**src/rtl/uart_tx_fifo.sv**
```systemverilog
// uart_tx_fifo: byte FIFO feeding an 8N1 UART transmitter.
// The CPU bus pushes bytes into the FIFO. The transmit FSM pops them and
// serialises each one as 1 start bit, 8 data bits LSB-first, and 1 stop bit.
// While the FIFO holds data, frames are sent back to back with no idle gap.
// Note: sys_rst_n is active-high and asynchronous. The name is inherited
// from the surrounding SoC.

module uart_tx_fifo #(
    parameter int CLK_FREQ_HZ = 50_000_000,
    parameter int BAUD        = 115200,
    parameter int FIFO_DEPTH  = 8
) (
    input  logic                          sys_clk,
    input  logic                          sys_rst_n,
    input  logic                          wr_en,
    input  logic [7:0]                    wr_data,
    output logic                          full,
    output logic                          empty,
    output logic [$clog2(FIFO_DEPTH):0]   count,
    output logic                          ovf,
    output logic                          busy,
    output logic                          tx_done,
    output logic                          txd
);

    localparam int BAUD_DIV = CLK_FREQ_HZ / BAUD;
    localparam int PTR_W    = $clog2(FIFO_DEPTH);
    localparam int CNT_W    = PTR_W + 1;
    localparam int DIV_W    = (BAUD_DIV > 2) ? $clog2(BAUD_DIV) : 1;

    localparam logic [DIV_W-1:0] DIV_LAST = DIV_W'(BAUD_DIV - 1);
    localparam logic [CNT_W-1:0] DEPTH_C  = CNT_W'(FIFO_DEPTH);

    // Reject parameter sets that the bit timer or pointer wrap cannot handle.
    generate
        if (BAUD_DIV < 2) begin : g_bad_baud_div
            $error("uart_tx_fifo: BAUD_DIV (CLK_FREQ_HZ/BAUD) must be >= 2");
        end
        if ((FIFO_DEPTH < 2) || ((FIFO_DEPTH & (FIFO_DEPTH - 1)) != 0)) begin : g_bad_depth
            $error("uart_tx_fifo: FIFO_DEPTH must be a power of 2 and >= 2");
        end
    endgenerate

    typedef enum logic [1:0] {
        IDLE,
        START,
        DATA,
        STOP
    } state_t;

    // FIFO storage and bookkeeping
    logic [7:0]       mem [FIFO_DEPTH];
    logic [PTR_W-1:0] wr_ptr;
    logic [PTR_W-1:0] rd_ptr;
    logic [CNT_W-1:0] count_next;
    logic             push;
    logic             pop;

    // Transmitter state
    state_t           state;
    state_t           state_next;
    logic [DIV_W-1:0] bit_cnt;
    logic [DIV_W-1:0] bit_cnt_next;
    logic [2:0]       bit_idx;
    logic [2:0]       bit_idx_next;
    logic [7:0]       shift;
    logic [7:0]       shift_next;
    logic             txd_next;

    // A push is accepted only against the registered full flag. A pop in the
    // same cycle does not make room for a push that arrives while full.
    assign push = wr_en && !full;

    // Overflow is flagged for the whole cycle in which a push is being refused.
    assign ovf = wr_en && full;

    assign busy    = (state != IDLE);
    assign tx_done = (state == STOP) && (bit_cnt == DIV_LAST);

    // Occupancy after this edge. A simultaneous push and pop cancel out.
    always_comb begin
        count_next = count;
        case ({push, pop})
            2'b10:   count_next = count + 1'b1;
            2'b01:   count_next = count - 1'b1;
            default: count_next = count;
        endcase
    end

    // Write the storage array. No reset is needed because the pointers guard validity.
    always_ff @(posedge sys_clk) begin
        if (push) begin
            mem[wr_ptr] <= wr_data;
        end
    end

    // Track the FIFO pointers, occupancy, and registered full/empty flags.
    always_ff @(posedge sys_clk or posedge sys_rst_n) begin
        if (sys_rst_n) begin
            wr_ptr <= '0;
            rd_ptr <= '0;
            count  <= '0;
            full   <= 1'b0;
            empty  <= 1'b1;
        end else begin
            if (push) begin
                wr_ptr <= wr_ptr + 1'b1;
            end
            if (pop) begin
                rd_ptr <= rd_ptr + 1'b1;
            end
            count <= count_next;
            full  <= (count_next == DEPTH_C);
            empty <= (count_next == '0);
        end
    end

    // Next-state and datapath decisions for the serialiser.
    // Each bit is held for BAUD_DIV cycles. Leaving STOP with data waiting
    // pops immediately, so there is no idle gap between frames.
    always_comb begin
        state_next   = state;
        bit_cnt_next = bit_cnt;
        bit_idx_next = bit_idx;
        shift_next   = shift;
        txd_next     = txd;
        pop          = 1'b0;

        case (state)
            IDLE: begin
                txd_next = 1'b1;
                if (!empty) begin
                    pop          = 1'b1;
                    shift_next   = mem[rd_ptr];
                    txd_next     = 1'b0;
                    bit_cnt_next = '0;
                    bit_idx_next = '0;
                    state_next   = START;
                end
            end

            START: begin
                if (bit_cnt == DIV_LAST) begin
                    bit_cnt_next = '0;
                    bit_idx_next = '0;
                    txd_next     = shift[0];
                    state_next   = DATA;
                end else begin
                    bit_cnt_next = bit_cnt + 1'b1;
                end
            end

            DATA: begin
                if (bit_cnt == DIV_LAST) begin
                    bit_cnt_next = '0;
                    if (bit_idx == 3'd7) begin
                        txd_next   = 1'b1;
                        state_next = STOP;
                    end else begin
                        bit_idx_next = bit_idx + 1'b1;
                        shift_next   = {1'b0, shift[7:1]};
                        txd_next     = shift[1];
                    end
                end else begin
                    bit_cnt_next = bit_cnt + 1'b1;
                end
            end

            STOP: begin
                if (bit_cnt == DIV_LAST) begin
                    bit_cnt_next = '0;
                    if (!empty) begin
                        pop          = 1'b1;
                        shift_next   = mem[rd_ptr];
                        txd_next     = 1'b0;
                        bit_idx_next = '0;
                        state_next   = START;
                    end else begin
                        txd_next   = 1'b1;
                        state_next = IDLE;
                    end
                end else begin
                    bit_cnt_next = bit_cnt + 1'b1;
                end
            end

            default: begin
                txd_next   = 1'b1;
                state_next = IDLE;
            end
        endcase
    end

    // Register the serialiser state. Reset forces the line high at once and drops any partial frame.
    always_ff @(posedge sys_clk or posedge sys_rst_n) begin
        if (sys_rst_n) begin
            state   <= IDLE;
            bit_cnt <= '0;
            bit_idx <= '0;
            shift   <= '0;
            txd     <= 1'b1;
        end else begin
            state   <= state_next;
            bit_cnt <= bit_cnt_next;
            bit_idx <= bit_idx_next;
            shift   <= shift_next;
            txd     <= txd_next;
        end
    end

endmodule

```
**config.mk**
```make
export PLATFORM = sky130hd
export DESIGN_NAME = uart_tx_fifo
export DESIGN_NICKNAME = d
export VERILOG_FILES = /design/src/rtl/uart_tx_fifo.sv
export SDC_FILE = /design/constraint.sdc
export NUM_CORES = 1
export LEC_CHECK = 0
export CORE_ASPECT_RATIO = 1.75
export CORE_MARGIN = 8
export CORE_UTILIZATION = 45
export DETAILED_ROUTE_END_ITERATION = 6
export DONT_BUFFER_PORTS = 1
export GPL_TIMING_DRIVEN = 0
export MAX_ROUTING_LAYER = met4
export RECOVER_POWER = 50
export SYNTH_ARGS = -nofsm -noshare
export SYNTH_HDL_FRONTEND = slang
export SYNTH_SLANG_ARGS = --single-unit
```
**constraint.sdc**
```tcl
create_clock -name sys_clk -period 3.9 [get_ports sys_clk]
set_input_delay 1.17 -clock sys_clk [delete_from_list [all_inputs] [get_ports sys_clk]]
set_output_delay 1.17 -clock sys_clk [all_outputs]
set_load 0.03 [all_outputs]
```
==> summary.md <==
| Metric | Value |
|---|---|
| CTS root buf | `clkbuf_16` |
| # resized after CTS | `0` |
| Crit path DAT | `3.33 ns` |
| Worst Path Max Fanout | `7` |
| Post-synth top area share | `0.4292` |
| Layout Area Growth over Synthesis | `10.90%` |
| Hold Crit Class | `register to register` |
| CTS buffer count | `9` |
| Cell Rows | `48` |
| DR DRC count | `0` |
| WL final | `8082 µm` |
| Status | `finished, final reports clean` |
| FF/Latch Area | `2800 µm²` |
| Die Wd | `91.41 µm` |
| GRT Residual Overflow | `0` |
| Final Cell Area | `4966 µm²` |
| Critical path capture point type | `register` |
| Clock latency on the worst-skew pair | `0.34 ns` |
| Number of antenna diodes | `0` |
| Clk slew on worst S/H paths | `0.07 ns` |
| DR WL/cell | `18.29 µm` |
| CP required | `4.16 ns` |
| Period utilisation layout | `0.7878` |
| Largest area contributor in the netlist | `edfxtp_1` |
| Commonest non-fill, non-tap cells in the layout | `edfxtp_1 (64), dfrtp_1 (33), nand2_1 (20), nor2_1 (18), mux4_2 (16)` |
| Peak Freq | `325.5 MHz` |
| Primary FF master, synth | `edfxtp_1` |
| Hold buffer count at CTS | `0` |
| Crit path launch type | `register` |
| Max_cap viols | `0` |
| Synth Net Count | `325` |
| Slew @ Worst Pin | `1.356 ns` |
| Async SR Flop Fraction | `0.3535` |
| Syn Area/Cell | `14.93 µm²` |
| DP HPWL | `5812 µm` |
| Num ports | `21` |
| Top post-synthesis cells by area | `edfxtp_1 (43%), dfrtp_1 (18%), mux4_2 (8.0%), ha_1 (3.9%), mux2_2 (2.5%)` |
| Final #Nets | `337` |
| Share of layout cells above drive strength 1 | `0.2019` |
| First-pass GRT wire length | `13140 µm` |
| Register area share after synthesis | `0.6253` |
| Pwr Density | `797.8 nW/µm²` |
| Initial DRT Pass Iterations | `4` |
| Synthesized instance count | `300` |
| Clock Skews | `0.007713 ns` |
| Placed Area | `4639 µm²` |
| Final setup fails | `0` |
| Warnings from Yosys | `0` |
| Vias in the first global route | `2572` |
| Post-synth EDFFs | `64` |
| Vias per cell | `5.452` |
| Fin crit period | `3.072 ns` |
| Setup total negative slack | `0 ns` |
| DR iter-0 viols | `129` |
| Seq cells post-synth | `99` |
| Commonest non-fill, non-tap cell in the layout | `edfxtp_1` |
| Max-slew violation count | `0` |
| Core Area | `9789 µm²` |
| Area occupied by multi-input gates | `1579 µm²` |
| Routability cong. | `0.7610` |
| Rel. slew slack | `0.09505` |
| Clk sinks | `99` |
| Vias post-DR | `2410` |
| Peak VDD IR | `0.4591 mV` |
| Final Hold Violating Endpoints | `0` |
| DIE HEIGHT | `148.0 µm` |
| Deepest clock path buffer count | `2` |
| Port-buffer cells | `0` |
| Post-CTS Setup Bufs | `0` |
| CTS tree | `done` |
| Die ar. | `13530 µm²` |
| Cell Area, Synth | `4478 µm²` |
| All-layer global routing usage | `0.1306` |
| Detail Route Antenna Nets | `0` |
| Unrepaired setup endpoints after global routing | `false` |
| Leakage | `0.001865 µW` |
| H-tree Lvls | `3` |
| Fill count | `838` |
| Initial antenna violation count | `0` |
| Synth cell types | `57` |
| Largest net degree at the start of global routing | `36` |
| Initial Utilization | `0.4574` |
| Kind of critical path | `register to register` |
==> cells by family (layout without fill, tap and decap cells) <==
| kind of cell | Yosys count | in the layout | synth area share |
|---|---|---|---|
| adder cells (fa/ha/maj) | 14 | 14 | 0.03912 |
| AND/OR/NAND/NOR | 75 | 75 | 0.09388 |
| AO/OA/AOI/OAI | 42 | 42 | 0.06930 |
| multiplexers | 35 | 35 | 0.1257 |
| buffers and inverters | 22 | 39 | 0.02123 |
| flip-flops | 99 | 99 | 0.6253 |
| XOR/XNOR | 13 | 13 | 0.02543 |
==> worst max-delay path, stage by stage (launching register included) <==
cell and delay, ns:
dfrtp_1 0.42, ha_1 0.22, and4b_4 0.22, a31o_1 0.29, and2_2 0.21, clkbuf_1 0.15, ha_1 0.29, clkbuf_1 0.27
or4b_2 0.66, a311oi_2 0.24
==> worst paths after layout <==
kind / startpoint / slack [ns] / cells past startpoint / to
max: bit_cnt[0] / 0.83 / 9 / empty
min: shift[3] / 0.51 / 1 / shift[3]
max reg2reg: bit_cnt[0] / 0.83 / 9 / empty
min reg2reg: shift[3] / 0.51 / 1 / shift[3]
max in group asynchronous: sys_rst_n / 1.99 / 1 / bit_cnt[6]
min in group asynchronous: sys_rst_n / 1.10 / 1 / wr_ptr[2]
==> state kept, by name, summed over array words and instances, names as in the netlist <==
name / cells
bit_idx: 3
full: 1
bit_cnt: 9
empty: 1
wr_ptr: 3
shift: 8
state: 2
txd: 1
rd_ptr: 3
mem: 64
count: 4
==> metrics by stage <==
stage	power, µW	instances	setup slack [ns]	utilization	hold slack (ns)
final	3962	442	0.8276	0.5073	0.5102
after global routing	4197	442	0.5874	0.5073	0.5328
after CTS	4023	442	0.8565	0.5077	0.5108
after detailed placement	3044	426	0.4979	0.4739	0.4998
after global placement	3002	425	0.5014	0.4734	0.4905
after floorplan	2703	300	0.7491	-	0.4796
==> cell type report <==
type,instances,share of cell area
tap,125,0.03149
buffer,11,0.01083
multi-input combinational,179,0.3180
sequential,99,0.5639
clock inverter,7,0.02116
inverter,11,0.008314
timing repair buffer,1,0.001008
clock buffer,9,0.04535
==> Yosys cell counts (2+ instances only) <==
library cell,count
edfxtp_1,64
xnor2_1,7
xor2_1,6
nand3_1,5
clkbuf_1,5
nand2_1,20
nor2_1,18
o211ai_1,3
nor3b_1,2
ha_1,14
mux2i_1,9
inv_1,11
nand2b_1,4
mux4_2,16
mux2_2,10
a32oi_1,2
dfstp_2,2
o21ai_0,13
nor4_1,2
buf_4,3
and3_1,2
and2_2,2
nor3_1,5
buf_1,2
a21o_1,4
a21oi_1,6
dfrtp_1,33
==> layer usage <==
layer	wire length, µm	track usage	part of all wire
met4	174	0.07007	0.022
met3	255	0.02590	0.032
met1	3109	0.1293	0.38
met2	4543	0.2332	0.56
met5	0	-	0
==> report_power, final <==
| part | internal [µW] | switching, µW |
|---|---|---|
| Clock | 574 | 403 |
| Sequential | 1380 | 219 |
| Combinational | 647 | 738 |
Power figures use the tool's default switching activity.
